<file path="src/rtl/riscv_if2id_jalr_stage_pkg.sv">
// Shared constants for the IF/ID stage: opcode and NOP encodings, JALR forward
// select codes and the wrong-path drop FSM states.
package riscv_if2id_jalr_stage_pkg;

  localparam logic [6:0]  OpcJalr  = 7'b1100111;
  localparam logic [31:0] NopInstr = 32'h0000_0013;

  localparam logic [1:0] FwdRf    = 2'b00;
  localparam logic [1:0] FwdExMem = 2'b01;
  localparam logic [1:0] FwdMemWb = 2'b10;

  typedef enum logic [0:0] {
    StIdle,
    StDrop
  } jalr_state_e;

  function automatic logic is_jalr(input logic [6:0] opcode);
    return opcode == OpcJalr;
  endfunction

endpackage

</file>
<file path="src/rtl/riscv_if_skid_buf.sv">
// One-entry skid register; clear wins over push, push wins over pop.
module riscv_if_skid_buf #(
  parameter int unsigned Width = 64
) (
  input  logic             clk,
  input  logic             rst,
  input  logic             clr,
  input  logic             push,
  input  logic             pop,
  input  logic [Width-1:0] push_data,
  output logic             valid,
  output logic [Width-1:0] data
);

  logic             valid_q;
  logic [Width-1:0] data_q;

  always_ff @(posedge clk) begin
    if (rst) begin
      valid_q <= 1'b0;
      data_q  <= '0;
    end else if (clr) begin
      valid_q <= 1'b0;
    end else if (push) begin
      valid_q <= 1'b1;
      data_q  <= push_data;
    end else if (pop) begin
      valid_q <= 1'b0;
    end
  end

  assign valid = valid_q;
  assign data  = data_q;

endmodule

</file>
<file path="src/rtl/riscv_if2id_jalr_stage.sv">
// IF/ID pipeline register with skid buffer, JALR target resolution in ID and a
// one-beat wrong-path drop after each redirect.
module riscv_if2id_jalr_stage
  import riscv_if2id_jalr_stage_pkg::*;
#(
  parameter int unsigned IBUS_DATA_WIDTH = 32,
  parameter int unsigned PC_WIDTH        = 32,
  parameter int unsigned XLEN            = 32,
  parameter int unsigned RF_ADDR_WIDTH   = 5
) (
  input  logic                       clk,
  input  logic                       rst,
  input  logic                       if_valid,
  output logic                       if_ready,
  input  logic [IBUS_DATA_WIDTH-1:0] if_instr,
  input  logic [PC_WIDTH-1:0]        if_pc,
  input  logic                       stall_jalr,
  input  logic                       stall_other,
  input  logic [1:0]                 fwd_jalr,
  input  logic [XLEN-1:0]            rf_rs1_data,
  input  logic [XLEN-1:0]            alu_result_ex2mem_ff,
  input  logic [XLEN-1:0]            wb_data_mem2wb,
  input  logic                       flush_ex,
  output logic [IBUS_DATA_WIDTH-1:0] instr_if2id_ff,
  output logic [PC_WIDTH-1:0]        pc_if2id_ff,
  output logic                       valid_if2id_ff,
  output logic                       redirect_valid,
  output logic [PC_WIDTH-1:0]        redirect_pc,
  output logic                       jalr_misalign
);

  localparam int unsigned SkidWidth = IBUS_DATA_WIDTH + PC_WIDTH;
  localparam logic [IBUS_DATA_WIDTH-1:0] Nop = IBUS_DATA_WIDTH'(NopInstr);

  jalr_state_e                state_q;
  logic                       valid_q;
  logic [IBUS_DATA_WIDTH-1:0] instr_q;
  logic [PC_WIDTH-1:0]        pc_q;
  logic                       redirect_valid_q;
  logic [PC_WIDTH-1:0]        redirect_pc_q;
  logic                       jalr_misalign_q;

  logic                       skid_valid;
  logic [SkidWidth-1:0]       skid_data;
  logic [IBUS_DATA_WIDTH-1:0] skid_instr;
  logic [PC_WIDTH-1:0]        skid_pc;

  logic                       hold;
  logic                       accept;
  logic                       resolve;
  logic                       beat_live;
  logic [XLEN-1:0]            rs1;
  logic [XLEN-1:0]            imm;
  logic [XLEN-1:0]            sum;
  logic [PC_WIDTH-1:0]        target;
  logic                       unused_rs1_addr;

  assign hold     = stall_jalr | stall_other;
  assign if_ready = ~skid_valid;
  assign accept   = if_valid & if_ready;
  assign resolve  = valid_q & is_jalr(instr_q[6:0]) & ~hold & (state_q == StIdle);
  // Beats accepted while dropping, redirecting or flushing are wrong-path.
  assign beat_live = accept & (state_q == StIdle) & ~resolve & ~flush_ex;

  // rs1 address is decoded by the hazard unit; forwarding arrives pre-selected.
  assign unused_rs1_addr = ^instr_q[15 +: RF_ADDR_WIDTH];

  always_comb begin
    rs1 = rf_rs1_data;
    case (fwd_jalr)
      FwdExMem: rs1 = alu_result_ex2mem_ff;
      FwdMemWb: rs1 = wb_data_mem2wb;
      default:  rs1 = rf_rs1_data;
    endcase
  end

  assign imm    = {{(XLEN - 12){instr_q[31]}}, instr_q[31:20]};
  assign sum    = rs1 + imm;
  assign target = {sum[PC_WIDTH-1:1], 1'b0};

  riscv_if_skid_buf #(
    .Width(SkidWidth)
  ) u_skid (
    .clk      (clk),
    .rst      (rst),
    .clr      (flush_ex | resolve),
    .push     (beat_live & hold),
    .pop      (~hold),
    .push_data({if_instr, if_pc}),
    .valid    (skid_valid),
    .data     (skid_data)
  );

  assign {skid_instr, skid_pc} = skid_data;

  always_ff @(posedge clk) begin
    if (rst) begin
      valid_q <= 1'b0;
      instr_q <= Nop;
      pc_q    <= '0;
    end else if (flush_ex || resolve) begin
      // On resolve the JALR moves on and ID is left empty for the drop beat.
      valid_q <= 1'b0;
      instr_q <= Nop;
    end else if (!hold) begin
      if (skid_valid) begin
        valid_q <= 1'b1;
        instr_q <= skid_instr;
        pc_q    <= skid_pc;
      end else if (beat_live) begin
        valid_q <= 1'b1;
        instr_q <= if_instr;
        pc_q    <= if_pc;
      end else begin
        valid_q <= 1'b0;
        instr_q <= Nop;
      end
    end
  end

  always_ff @(posedge clk) begin
    if (rst) begin
      state_q          <= StIdle;
      redirect_valid_q <= 1'b0;
      redirect_pc_q    <= '0;
      jalr_misalign_q  <= 1'b0;
    end else begin
      redirect_valid_q <= 1'b0;
      jalr_misalign_q  <= 1'b0;
      if (flush_ex) begin
        state_q <= StIdle;
      end else begin
        unique case (state_q)
          StIdle: begin
            if (resolve) begin
              state_q          <= StDrop;
              redirect_valid_q <= 1'b1;
              redirect_pc_q    <= target;
              jalr_misalign_q  <= target[1];
            end
          end
          StDrop: begin
            if (accept) state_q <= StIdle;
          end
          default: state_q <= StIdle;
        endcase
      end
    end
  end

  assign instr_if2id_ff = instr_q;
  assign pc_if2id_ff    = pc_q;
  assign valid_if2id_ff = valid_q;
  assign redirect_valid = redirect_valid_q;
  assign redirect_pc    = redirect_pc_q;
  assign jalr_misalign  = jalr_misalign_q;

endmodule

</file>
<file path="config.mk">
export PLATFORM = sky130hd
export DESIGN_NAME = riscv_if2id_jalr_stage
export DESIGN_NICKNAME = d
export VERILOG_FILES = /design/src/rtl/riscv_if2id_jalr_stage_pkg.sv /design/src/rtl/riscv_if_skid_buf.sv /design/src/rtl/riscv_if2id_jalr_stage.sv
export SDC_FILE = /design/constraint.sdc
export NUM_CORES = 1
export LEC_CHECK = 0
export CORE_MARGIN = 2
export CORE_UTILIZATION = 48
export DETAILED_ROUTE_END_ITERATION = 12
export PLACE_DENSITY = 0.82
export SETUP_SLACK_MARGIN = 0.2
export SYNTH_ARGS = -nofsm -noshare
export SYNTH_HDL_FRONTEND = slang
export SYNTH_SLANG_ARGS = --single-unit
</file>
<file path="constraint.sdc">
create_clock -name clk -period 5.71 [get_ports clk]
set_clock_uncertainty 0.05 [all_clocks]
set_input_delay 1.713 -clock clk [delete_from_list [all_inputs] [get_ports clk]]
set_output_delay 1.713 -clock clk [all_outputs]
set_load 0.03 [all_outputs]
</file>
# After elaboration in Yosys (flattened, before gate mapping)
# Cells that the tools add are included.
[totals]
out_inout_bits = 100
word_cells = 53
register_bits = 164
inputBits = 168
[op_classes]
n_reduce_logical = 10
eq_ne = 4
bitwise = 17
mux = 12
add_sub_neg = 1
[op_table]
columns = ["operator", "count"]
rows = [
  ["$mux W32", 4],
  ["$pmux W32 S2", 1],
  ["$add A32 B32 Y32", 1],
  ["$and A1 B1 Y1", 8],
  ["$eq A7 B7 Y1 const B", 1],
  ["$not A1 Y1", 7],
  ["$mux W1", 6],
  ["$reduce_and A3 Y1", 2],
  ["$reduce_or A2 Y1", 3],
  ["$reduce_or A4 Y1", 1],
  ["$reduce_or A3 Y1", 1],
  ["$eq A2 B1 Y1 const B", 1],
  ["$eq A2 B2 Y1 const B", 1],
  ["$ne A2 B1 Y1 const B", 1],
  ["$or A1 B1 Y1", 2],
  ["$pmux W1 S2", 1],
  ["$reduce_and A2 Y1", 1],
  ["$reduce_bool A2 Y1", 1],
  ["$logic_or A1 B1 Y1", 1],
]

# Depth between registers and ports, before layout
[logic_depth]
depth_word = 9
depth_mapped = 14
mapped_depth_nobuf = 12

# Modules after synthesis
# Synthesis repeated with hierarchy kept, for this count alone.
[hier_totals]
cells_unflattened = 1072
hier_area_um2 = 9422.8
[modules_own_cells]
columns = ["module", "instances", "cells_per_inst", "seq_area_each_um2", "area_each_um2"]
rows = [
  ["riscv_if2id_jalr_stage", 1, 776, 1981.9, 6154.7],
  ["riscv_if_skid_buf", 1, 296, 1301.2, 3268.1],
]

# Worst setup path before layout
# No wires, ideal clock.
[synth_path]
path_kind = "input to register"
from = "input fwd_jalr[0]"
to = "register redirect_pc_q[24] (netlist: redirect_pc[24])"
path_buffers = 3
slack_ns = 1.122
setup_ns = 0.117
arrival_time_ns = 4.421
required_time_ns = 5.543
stages = 14
cell_sequence = "inv_1 > ha_1 > buf_2 > clkbuf_1 > nand2_1 > o21ai_0 > ha_1 > clkbuf_1 > a21o_1 > a2111o_1 > o311ai_1 > o21ai_0 > or3_1 > a32o_1"
[synth_via]
elab_chain_len = 3
elab_cells_between_ends = 4
classes_between = "1 x add/sub; 2 x eq/ne; 1 x mux"
[synth_rtl]
columns = ["item", "line", "rtl"]
rows = [
  ["from (decl)", "riscv_if2id_jalr_stage.sv:19", "input logic [1:0] fwd_jalr,"],
  ["$eq A2 B2 Y1 / $eq A2 B1 Y1 (equally long branches)", "riscv_if2id_jalr_stage.sv:70", "case (fwd_jalr)"],
  ["$pmux W32 S2 (*)", "riscv_if2id_jalr_stage.sv:70", ""],
  ["$add A32 B32 Y32 (*)", "riscv_if2id_jalr_stage.sv:78", "assign sum = rs1 + imm;"],
  ["to (signal assigned)", "riscv_if2id_jalr_stage.sv:138", "redirect_pc_q <= target;"],
  ["to (decl)", "riscv_if2id_jalr_stage.sv:40", "logic [PC_WIDTH-1:0] redirect_pc_q;"],
]
# Mark *: on every way between the ends. The rest lies on a longest branch, timed or not.
# A chain may end at the register's enable or synchronous reset.

# Worst setup path after layout
[layout_path]
from = "input fwd_jalr[0]"
to = "register redirect_pc_q[22] (netlist: redirect_pc[22])"
# Same word-level chain as after synthesis.

==> results_dict.tcl <==
set metrics [dict create \
    r2r_cells 8 \
    report.final.slew_viol_count 0 \
    synth_area_leaders "dfxtp_1 38%, nand2_1 9.4%, a21oi_1 5.9%" \
    power_frac_comb_pct 18.4 \
    sequentialPowerShare_pct 41.1 \
    synth_fp_nets 1305 \
    cts_tree "yes" \
    syn-cell-area_mm2 0.008676 \
    reg2reg_slack_ns 2.72 \
    period_share_pct 88.57 \
    power_per_cell_area_mw_per_mm2 240.2 \
    p_int_w 0.002079 \
    r2r_start "instr_if2id_ff[31]" \
    clkPwrFrac_pct 40.4 \
    cp.arrival_ns 5.33 \
    die_area_mm2 0.01917 \
    period_minus_slack_ns 5.057 \
    swShare_pct 28.33 \
    endpoint_kind "flop" \
    fmax_mhz 197.7 \
    setup_viol 0 \
    drt-pass1-iter-count 5 \
    synth_edf_count 0 \
    drc 0 \
    synthCells 1101 \
    drive_gt1_share_pct 4.787 \
    cts_setup_buffers 0 \
    numCtsBuffers 17 \
    synth.distinct_cells 65 \
    worst_pin_slew_ns 1.047 \
    maxSlewHeadroom_pct 30.17 \
    seq_area_mm2 0.003287 \
    async_flop_share_pct 0 \
    numPortBuffers 266 \
    cp-start-kind "input pin" \
    via_per_inst 5.829 \
    hold_start "redirect_pc[9]" \
    totalWireLength_um 27960 \
    synth_warnings 0 \
    yosysTopAreaCellShare_pct 37.84 \
    worst_ir_drop_vdd_mv 0.2211 \
    vias 9128 \
    p_leak_nw 4.385 \
    fp.dieH_um 138.4 \
    hpwl_um 20130 \
    finalHoldViolCount 0 \
    htree_levels 4 \
    critPathRequiredTime_ns 5.99 \
    drv_cap 0 \
    cp_max_fo 12 \
    antenna_found_initial 0 \
    row_count 49 \
    n_antenna_cell 0 \
    start_util_pct 48.63 \
    hold_depth 2 \
    grt_pass1_vias 8602 \
    clock-root-buffer "clkbuf_16" \
    clk_latency_ns 0.43 \
    clkSinkCount 164 \
    final_cell_mix "265 x clkdlybuf4s50_1, 217 x nand2_1, 163 x dfxtp_1" \
    ys.flop_type "dfxtp_1" \
    drt_iter0_drc 588 \
    nets 1528 \
    hp-class "flop to flop" \
    grt_pass1_wl_um 44330 \
    die_w_um 138.4 \
    synth.yosys.seq_area_share_pct 37.84 \
    io_pins 268 \
    nFillCells 1486 \
    grt_max_degree 100 \
    power_switching_w 0.0008217 \
    ctsResizeCount 0 \
    tns_ns 0 \
    worstSetupPathType "input pin to flop" \
    r2r-end "redirect_pc[31]" \
    multi_input_area_mm2 0.005005 \
    status "completed" \
    grt_setup_unrepaired "false" \
    wl_per_cell_um 17.85 \
    ant_nets 0 \
    min_to "redirect_pc[9]" \
    yosysTopAreaCell "dfxtp_1" \
    hold_buffers 0 \
    syn-mean-instance-area_um2 7.880 \
    ys_ff_latch 164 \
    syn2layout_area_growth_pct 39.21 \
    gp_congestion 0.9302 \
    fin_util_pct 67.70 \
    fp.coreArea_mm2 0.01784 \
    clockBufferDepth 2 \
    clk_pin_slew_ns 0.07 \
    gr-total-overflow 0 \
    mostFrequentLayoutCell "clkdlybuf4s50_1" \
    track_usage_pct 28.12 \
]
[worst max-delay path, cell delays in order]
cell and delay, ns:
clkdlybuf4s50_1 0.49, inv_1 0.06, ha_1 0.51, buf_4 0.26, o21ai_0 0.11, ha_1 0.38
a21oi_1 0.21, o21ai_0 0.23, o32ai_1 0.68, a211oi_1 0.11, or3_1 0.33, a32o_1 0.24
[final cells by class]
cell class                      instances  share of cell area, %
Timing Repair Buffer                  282                  23.43
Tap cell                              229                  2.372
Clock buffer                           18                  3.553
Sequential cell                       164                  27.21
Multi-Input combinational cell        841                  41.44
Inverter                               18                 0.5698
Clock inverter                         14                  1.419
[cells in the mapped netlist (all sizes together), types with 4 or more instances]
master and n:
nand2 219, dfxtp 164, a21oi 103, nor2 93, o21ai 66, clkbuf 59, a211oi 42, nor3 39
mux2i 37, ha 35, a221oi 31, a22oi 31, buf 19, inv 17, o211ai 13, nand3 12
o21a 10, a21o 9, or3 8, a32o 7, nand2b 7, xnor2 7, xor2 7, a221o 5
nand4 5, and2 4, o2111ai 4, or4 4
[through the flow]
stage	worst slack, ns	area [µm²]	power, W	hold WS (ns)	std cells
2_1_floorplan	1.122	8676	0.001510	0.3860	1101
3_3_place_gp	0.3284	11480	0.001739	0.3790	1534
3_5_place_dp	0.2648	11480	0.001747	0.3934	1534
4_1_cts	0.6957	12080	0.002906	0.4026	1566
5_1_grt	0.3408	12080	0.003004	0.4187	1566
6_report	0.6527	12080	0.002901	0.4020	1566
[routing by layer]
metal	wire [µm]	up-vias	global-route usage, %
met2	14030	323	48.57
li1	-	4443	-
met1	11050	4320	34.00
met4	647	0	8.378
met5	0	-	0
met3	2224	42	8.175
[state kept, by name (all words and copies together), names as in the netlist]
signal,count
jalr_misalign,1
redirect_pc,31
redirect_valid,1
pc_if2id_ff,32
state_q,1
u_skid.data,64
valid_if2id_ff,1
instr_if2id_ff,32
u_skid.valid,1
[power by group through the flow]
stage	clock, W	sequential [W]	combinational (W)
after detailed placement	0	0.00122	0.000528
after global routing	0.00123	0.00120	0.000582
after CTS	0.00118	0.00119	0.000531
after floorplan	0	0.00124	0.000269
after global placement	0	0.00122	0.000521
final	0.00117	0.00119	0.000534
[worst max path at each step]
stage,startpoint,to,slack [ns],cells after the start
final,fwd_jalr[0],redirect_pc[22],0.65,12
after CTS,fwd_jalr[0],redirect_pc[16],0.70,12
after global placement,fwd_jalr[0],redirect_pc[23],0.33,12
after floorplan,fwd_jalr[0],redirect_pc[24],1.12,14
after global routing,fwd_jalr[0],redirect_pc[24],0.34,12
after detailed placement,fwd_jalr[0],redirect_pc[23],0.26,12
[logic make-up after synthesis]
kind of cell / synth area share, %
muxes: 4.269
DFF: 37.84
AOI/OAI and AO/OA: 26.26
adders and majority gates: 5.278
other: 0.04322
buffers and inverters: 4.687
and+or+nand+nor: 20.21
xor gates and xnor gates: 1.413
No activity file was read; power rests on OpenSTA's default activity.
